**config.mk**
```make
export PLATFORM = sky130hd
export DESIGN_NAME = cpu_core
export DESIGN_NICKNAME = d
export VERILOG_FILES = /design/src/rtl/cpu_core.sv
export SDC_FILE = /design/constraint.sdc
export NUM_CORES = 1
export LEC_CHECK = 0
export BUFFER_PORTS_ARGS = -buffer_cell sky130_fd_sc_hd__clkbuf_2
export CAP_MARGIN = 10
export CORE_MARGIN = 2
export CORE_UTILIZATION = 30
export CTS_CLUSTER_SIZE = 16
export DETAILED_ROUTE_END_ITERATION = 10
export REMOVE_ABC_BUFFERS = 1
export SYNTH_ARGS = -nofsm -noshare
export SYNTH_HDL_FRONTEND = slang
export SYNTH_SLANG_ARGS = --single-unit
```
**constraint.sdc**
```tcl
create_clock -name CLK -period 4.5 [get_ports CLK]
set_clock_uncertainty 0.15 [all_clocks]
set_input_delay 0.45 -clock CLK [delete_from_list [all_inputs] [get_ports CLK]]
set_output_delay 0.45 -clock CLK [all_outputs]
set_load 0.01 [all_outputs]
```
**src/rtl/cpu_core.sv**
```systemverilog
// rtl/cpu_core.sv - single-cycle 8-bit core: PC, 8x8 register file, decoder, ALU/shifter, branch unit
// Optional multiplier for opcode 0x09 enabled by defining CPU_MULT_EN.
module cpu_core (
    input  logic        CLK,
    input  logic        RESET,
    output logic [31:0] PC,
    input  logic [31:0] INSTRUCTION
);

    localparam logic [7:0] OP_LOADI = 8'h00;
    localparam logic [7:0] OP_MOV   = 8'h01;
    localparam logic [7:0] OP_ADD   = 8'h02;
    localparam logic [7:0] OP_SUB   = 8'h03;
    localparam logic [7:0] OP_AND   = 8'h04;
    localparam logic [7:0] OP_OR    = 8'h05;
    localparam logic [7:0] OP_J     = 8'h06;
    localparam logic [7:0] OP_BEQ   = 8'h07;
    localparam logic [7:0] OP_SRA   = 8'h08;
    localparam logic [7:0] OP_MULT  = 8'h09;
    localparam logic [7:0] OP_SLL   = 8'h0A;
    localparam logic [7:0] OP_SRL   = 8'h0B;
    localparam logic [7:0] OP_ROR   = 8'h0C;
    localparam logic [7:0] OP_BNE   = 8'h0F;

    logic [31:0] pc_q;
    logic [31:0] pc_d;
    logic [7:0]  rf_q [8];
    logic        we_d;
    logic [7:0]  wdata_d;

    logic [7:0]  opcode;
    logic [7:0]  offset;
    logic [7:0]  imm;
    logic [2:0]  rd_idx;
    logic [2:0]  rt_idx;
    logic [2:0]  rs_idx;
    logic [7:0]  rt_val;
    logic [7:0]  rs_val;
    logic [31:0] pc4;
    logic [31:0] target;
    logic [7:0]  sra_val;
    logic [7:0]  sll_val;
    logic [7:0]  srl_val;
    logic [15:0] rot_wide;
    logic [7:0]  ror_val;
    logic        unused_bits;

    assign opcode = INSTRUCTION[31:24];
    assign offset = INSTRUCTION[23:16];
    assign imm    = INSTRUCTION[7:0];
    assign rd_idx = INSTRUCTION[18:16];
    assign rt_idx = INSTRUCTION[10:8];
    assign rs_idx = INSTRUCTION[2:0];
    assign unused_bits = ^INSTRUCTION[15:11];

    assign rt_val = rf_q[rt_idx];
    assign rs_val = rf_q[rs_idx];

    // OFFSET counts instructions, so it is scaled to bytes before the add.
    assign pc4    = pc_q + 32'd4;
    assign target = pc4 + {{22{offset[7]}}, offset, 2'b00};

    always_comb begin
        sra_val  = 8'h00;
        sll_val  = 8'h00;
        srl_val  = 8'h00;
        rot_wide = {rt_val, rt_val} >> imm[2:0];
        ror_val  = rot_wide[7:0];
        if (imm >= 8'd7) begin
            sra_val = {8{rt_val[7]}};
        end else begin
            sra_val = $signed(rt_val) >>> imm[2:0];
        end
        if (imm < 8'd8) begin
            sll_val = rt_val << imm[2:0];
            srl_val = rt_val >> imm[2:0];
        end
    end

`ifdef CPU_MULT_EN
    logic [7:0] mult_val;
    assign mult_val = rt_val * rs_val;
`endif

    always_comb begin
        we_d    = 1'b0;
        wdata_d = 8'h00;
        pc_d    = pc4;
        case (opcode)
            OP_LOADI: begin we_d = 1'b1; wdata_d = imm;             end
            OP_MOV:   begin we_d = 1'b1; wdata_d = rs_val;          end
            OP_ADD:   begin we_d = 1'b1; wdata_d = rt_val + rs_val; end
            OP_SUB:   begin we_d = 1'b1; wdata_d = rt_val - rs_val; end
            OP_AND:   begin we_d = 1'b1; wdata_d = rt_val & rs_val; end
            OP_OR:    begin we_d = 1'b1; wdata_d = rt_val | rs_val; end
            OP_J:     pc_d = target;
            OP_BEQ:   if (rt_val == rs_val) pc_d = target;
            OP_BNE:   if (rt_val != rs_val) pc_d = target;
            OP_SRA:   begin we_d = 1'b1; wdata_d = sra_val;         end
            OP_SLL:   begin we_d = 1'b1; wdata_d = sll_val;         end
            OP_SRL:   begin we_d = 1'b1; wdata_d = srl_val;         end
            OP_ROR:   begin we_d = 1'b1; wdata_d = ror_val;         end
`ifdef CPU_MULT_EN
            OP_MULT:  begin we_d = 1'b1; wdata_d = mult_val;        end
`else
            OP_MULT:  pc_d = pc4;
`endif
            default:  pc_d = pc4;
        endcase
    end

    always_ff @(posedge CLK or negedge RESET) begin
        if (!RESET) begin
            pc_q <= 32'h0000_0000;
            for (int i = 0; i < 8; i++) begin
                rf_q[i] <= 8'h00;
            end
        end else begin
            pc_q <= pc_d;
            if (we_d) begin
                rf_q[rd_idx] <= wdata_d;
            end
        end
    end

    assign PC = pc_q;

endmodule

```
; ---- Word level (Yosys, flattened, before mapping)
; Index checks and enable logic that the tools add are counted.
[classes]
n_addsub = 4
shifts = 4
n_reduce_logical = 3
order_cmp = 6
n_eq_ne = 14
bitwise = 5
n_mux = 17
[op_table]
columns = operator, count
row1 = one-hot mux 32 bit (3 select lines), 1
row2 = one-hot mux 8 bit (10 select lines), 1
row3 = bitwise mux 64 bit, 1
row4 = 2-to-1 mux 32 bit, 2
row5 = 2-to-1 mux 8 bit, 8
row6 = binary-select mux 8 bit (select 3 bit), 2
row7 = "equality test 8 x 4 -> 1 bit, second input constant", 5
row8 = "adder 32 x 3 -> 32 bit, second input constant", 1
row9 = adder 32 bit, 1
row10 = "equality test 8 x 3 -> 1 bit, second input constant", 4
row11 = demux 8 bit (select 3 bit), 1
row12 = "equality test 8 x 2 -> 1 bit, second input constant", 2
row13 = right shift 16 x 3 -> 8 bit, 1
row14 = ">= comparator 4 bit, second input constant", 3
row15 = inverter 3 -> 4 bit, 3
row16 = OR reduction 10 bit, 1
row17 = adder 8 bit, 1
row18 = AND 8 bit, 1
row19 = "equality test 8 x 1 -> 1 bit, second input constant", 1
row20 = equality test 8 bit, 1
row21 = ">= comparator 8 x 3 -> 1 bit, second input constant", 1
row22 = logical NOT 8 bit, 1
row23 = "< comparator 8 x 4 -> 1 bit, second input constant", 1
row24 = inequality test 8 bit, 1
row25 = 8 further kinds, 8
[word_totals]
register_bits = 96
out_inout_bits = 32

; ---- Longest topological paths before layout
[depth]
word_depth = 8
mapped_depth = 17
depth_no_buf = 15

; ---- Worst setup path before layout
; Ideal clock, no wire load.
[synth_timing]
kind = input to register
from = input INSTRUCTION[0]
to = register rf_q[15] (netlist name)
setup_slack_ps = 259
arrival_time_ps = 3967
n_path_buf = 4
cell_stages = 16
required_ps = 4225
path_cell_list = buf_2 > buf_2 > buf_2 > mux4_2 > mux2_2 > ha_1 > a21o_1 > a21oi_1 > nor2b_1 > o21ai_0 > a21oi_1 > xnor2_1 > nor3_1 > or4_1 > buf_2 > mux2_2
[synth_via]
elab_chain_cells = 7
elab_cells_between_ends = 19
[synth_rtl]
columns = item, line_no
row1 = start: declaration, 7  ; input logic [31:0] INSTRUCTION
row2 = inverter 3 -> 4 bit (not written as such), 57  ; assign rs_val = rf_q[rs_idx];
row3 = binary-select mux 8 bit (select 3 bit), 57
row4 = 2-to-1 mux 8 bit (not written as such) (2 in series), 57
row5 = subtractor 8 bit (tied with other cells), 93  ; OP_SUB: begin we_d = 1'b1; wdata_d = rt_val - rs_val; end
row6 = one-hot mux 8 bit (10 select lines) *, 89  ; case (opcode)
row7 = bitwise mux 64 bit *, 121  ; rf_q[rd_idx] <= wdata_d;
row8 = end signal: indexed assignment, 121
row9 = end: declaration, 27  ; logic [7:0] rf_q [8];
; Every way passes the cells marked *; elsewhere a longest branch is shown, timed or not. The select of a mux whose other input is x is not followed.
; A chain may end at the register's enable or synchronous reset.

; ---- Worst setup path in the final report
[layout_timing]
from = input INSTRUCTION[8]
to = register rf_q[62] (netlist name)
[layout_via]
elab_chain_cells = 8
elab_cells_between_ends = 17
[layout_rtl]
columns = item, line_no
row1 = inverter 3 -> 4 bit (not written as such) *, 56  ; assign rt_val = rf_q[rt_idx];
row2 = binary-select mux 8 bit (select 3 bit) *, 56
row3 = 2-to-1 mux 8 bit (not written as such) * (2 in series), 56
row4 = branches (longest 2 deep; another with subtractor 8 bit), --
row5 = one-hot mux 8 bit (10 select lines) *, 89
row6 = bitwise mux 64 bit *, 121
; Every way passes the cells marked *. The select of a mux whose other input is x is not followed.

==> summary.md <==
| Metric | Value |
|---|---|
| Status | completed |
| CTS tree | done |
| Maximum clock path buffer count | 2 |
| All-layer global routing usage | 0.1576 |
| Actual slew at the worst max-slew pin | 0.8778 ns |
| Crit path launch type | input pin |
| Sw frac | 0.3999 |
| Top-Level Pins | 66 |
| CP max FO | 8 |
| Part of the cycle the worst path needs | 0.9421 |
| I/O Buffers | 58 |
| Via/cell ratio | 5.315 |
| Primary FF master, synth | dfrtp_1 |
| Post-CTS setup buffers | 0 |
| Mapped cell area | 8519 um2 |
| Synth Area per Inst | 9.498 um2 |
| Cell Rows | 61 |
| Clk pwr share | 0.234 |
| Sequential power share | 0.329 |
| Area grow syn2layout | 13.91% |
| Static Leak | 4.387 nW |
| Root buf cell | clkbuf_16 |
| Routed vias | 7,164 |
| Final Hold Viols | 0 |
| VDD IR max | 243.3 uV |
| First-pass DRT Iterations | 5 |
| Initial antenna violation count | 0 |
| R2r setup slk | 0.47 ns |
| Reg2Reg Depth | 13 |
| NetSw | 0.001304 W |
| Logic pwr share | 0.438 |
| Post-CTS sizing | 0 |
| Crit Path Class | input pin to flop |
| First DRT Iteration DRCs | 511 |
| Final setup vio count | 0 |
| Worst slew margin | 0.4148 |
| Core area | 27,860 um2 |
| Post-Syn Instances | 897 |
| Vias in the first global route | 7,075 |
| Num Clock Sinks | 94 |
| Worst reg2reg startpoint | rf_q[34]$_DFFE_PN0P_ |
| Cell Int Power | 0.001958 W |
| Total Power | 0.003262 W |
| CP startpoint | INSTRUCTION[8] |
| Fmax achieved | 235.9 MHz |
| Critical Path Sink Type | flop |
| Clock Latency Late Sink | 0.36 ns |
| Remaining DRCs | 0 |
| Warnings, synthesis | 0 |
| Die Wd | 172.5 um |
| Register area share after synthesis | 0.2761 |
| Required @ worst endpoint | 4.59 ns |
| HPWL after DPL | 17.98 mm |
| Number of buffers created by CTS | 9 |
| R2R Path End | rf_q[62]$_DFFE_PN0P_ |
| Proportion of layout cells with a drive suffix above 1 | 0.2374 |
| Pwr per Cell Area | 336.2 nW/um2 |
| Hold_buf cts | 0 |
| Die Y | 172.5 um |
| Number of synthesized register bits | 94 |
| Hold Crit Class | input pin to asynchronous set/reset pin |
| GP Congestion | 0.8999 |
| Utilization after layout | 0.3483 |
| Synth unique cells | 74 |
| Starting Density | 0.3058 |
| H-tree depth | 3 |
| Area leader, netlist | dfrtp_1 |
| Number of flops mapped to enable cells by yosys | 0 |
| Top-area cell type share of the netlist area | 0.2761 |
| WL final | 23.49 mm |
| Clock transition at the registers of the reported paths | 0.07 ns |
| First-pass GRT wire length | 37.88 mm |
| Layout Nets | 1,059 |
| Fin crit period | 4.240 ns |
| Largest net degree at the start of global routing | 69 |
| Max Slew Vio Count | 0 |
| Max cap viols | 0 |
| DIE AREA | 29,760 um2 |
| Routed Antenna Nets | 0 |
| Synth area leaders | dfrtp_1, ha_1, mux4_2 |
| Wirelength per Cell | 17.42 um |
| Crit path arrival time | 4.33 ns |
| RSZ-0062 raised after global routing | no |
| Post-synth ARST share | 1.000 |
| Grt total ovfl | 0 |
synthesized netlist by cell type, types with 5 or more instances:
cell / instances
nand2b_1: 5
mux2_4: 5
dfrtp_1: 94
a21o_1: 18
nand3_1: 26
a31oi_1: 9
xnor2_1: 39
o21bai_1: 7
mux2_2: 58
nand2_1: 69
nand4_1: 11
a2111oi_0: 7
mux2i_1: 14
nor2b_1: 6
ha_1: 58
a21oi_1: 80
inv_1: 30
nor3_1: 18
o21ai_0: 32
mux4_1: 6
clkbuf_1: 25
xor2_1: 23
o22ai_1: 6
mux4_2: 30
a211oi_1: 7
mux2i_4: 6
a22oi_1: 6
or3_1: 9
o21ai_1: 6
buf_2: 8
and4_1: 6
nor2_1: 86
and3_1: 14
how the worst max path moves through the flow:
stage          cells past startpoint                   end  slack (ns)
2_1_floorplan                      9       PC[6]$_DFF_PN0_        0.42
3_3_place_gp                      15  rf_q[46]$_DFFE_PN0P_        0.05
3_5_place_dp                      15  rf_q[62]$_DFFE_PN0P_       -0.01
4_1_cts                           15  rf_q[62]$_DFFE_PN0P_        0.36
5_1_grt                           15  rf_q[38]$_DFFE_PN0P_        0.11
6_report                          15  rf_q[62]$_DFFE_PN0P_        0.26
power groups by stage:
stage          Clock [W]  Sequential, W  Combinational [W]
2_1_floorplan          0        0.00110           0.000967
3_3_place_gp           0        0.00108            0.00141
3_5_place_dp           0        0.00109            0.00141
4_1_cts         0.000784        0.00107            0.00143
5_1_grt         0.000818        0.00109            0.00160
6_report        0.000762        0.00107            0.00143
flip-flops by register name, summed over array words and instances, names as in the netlist:
name	cells
rf_q	64
PC	30
critical path, stage by stage:
cell and delay [ns]:
clkbuf_2 0.28, buf_4 0.22, mux4_1 0.64, mux2i_4 0.27, inv_1 0.10, ha_1 0.25
nor2b_1 0.15, o21ai_0 0.22, nand3_1 0.14, a21oi_1 0.20, xnor2_1 0.15, nor3_1 0.09
a2111oi_0 0.31, nand4_1 0.43, mux2_2 0.42
routing by layer:
layer  GRT usage  up-vias  share of wire
met3     0.02100       28          0.046
met5           0        -              0
met2      0.2485      193           0.45
met4     0.03668        0          0.015
li1            -     3458              -
met1      0.2288     3485           0.49
per-stage QoR:
step	hold WS [ns]	setup TNS (ns)	cell area, um2	setup WS [ns]	std cells
4_1_cts	0.09475	0	9702	0.3623	1347
2_1_floorplan	0.004409	0	8290	0.4168	853
6_report	0.04362	0	9704	0.2604	1348
5_1_grt	0.1355	0	9702	0.1064	1347
3_5_place_dp	0.3437	-0.05810	9410	-0.01307	1331
3_3_place_gp	0.3429	0	9410	0.04932	1331
placed cells by master, fill, tap and decap left out, types with 4 or more instances in the layout:
master,Yosys,layout
nand3_1,26,26
inv_1,30,30
a2111oi_0,7,7
nand2_1,69,69
nand2b_1,5,5
ha_1,58,58
clkbuf_2,0,57
mux4_1,6,6
o22ai_1,6,6
xnor2_1,39,39
nor2_1,86,86
and3_1,14,14
mux2_2,58,58
nor3b_1,4,4
nor3_1,18,18
and4_1,6,5
a31oi_1,9,9
clkbuf_16,0,9
or3_1,9,9
o21bai_1,7,7
o21ai_0,32,32
o211ai_1,4,4
a211oi_1,7,7
o21ai_1,6,6
a21oi_1,80,80
mux2i_4,6,6
xor2_1,23,23
mux4_2,30,30
mux2i_1,14,14
mux2_4,5,5
nor2b_1,6,6
a221oi_1,4,4
nand4_1,11,11
a21o_1,18,18
dfrtp_1,94,94
buf_4,3,40
a22oi_1,6,6
cell families after synthesis:
kind of cell	count (synthesis)	share of synthesized area
mux	121	0.2185
xor+xnor	62	0.06374
other cells	1	0.0004402
flops	94	0.2761
simple gates	273	0.1546
fa+ha+maj	61	0.09223
buf+inv	78	0.04186
compound gates	207	0.1524
final cells by class:
type                    count  area [um2]
diodes                      1       2.502
clock buffers               9       225.2
clock inverters             7       66.31
fillers                  2883       18150
inverters                  33       123.9
multi-input cells         726        5816
flip-flops and latches     94        2352
well taps                 378       473.0
repair buffers            100       645.6
Power figures use the tool's default switching activity.
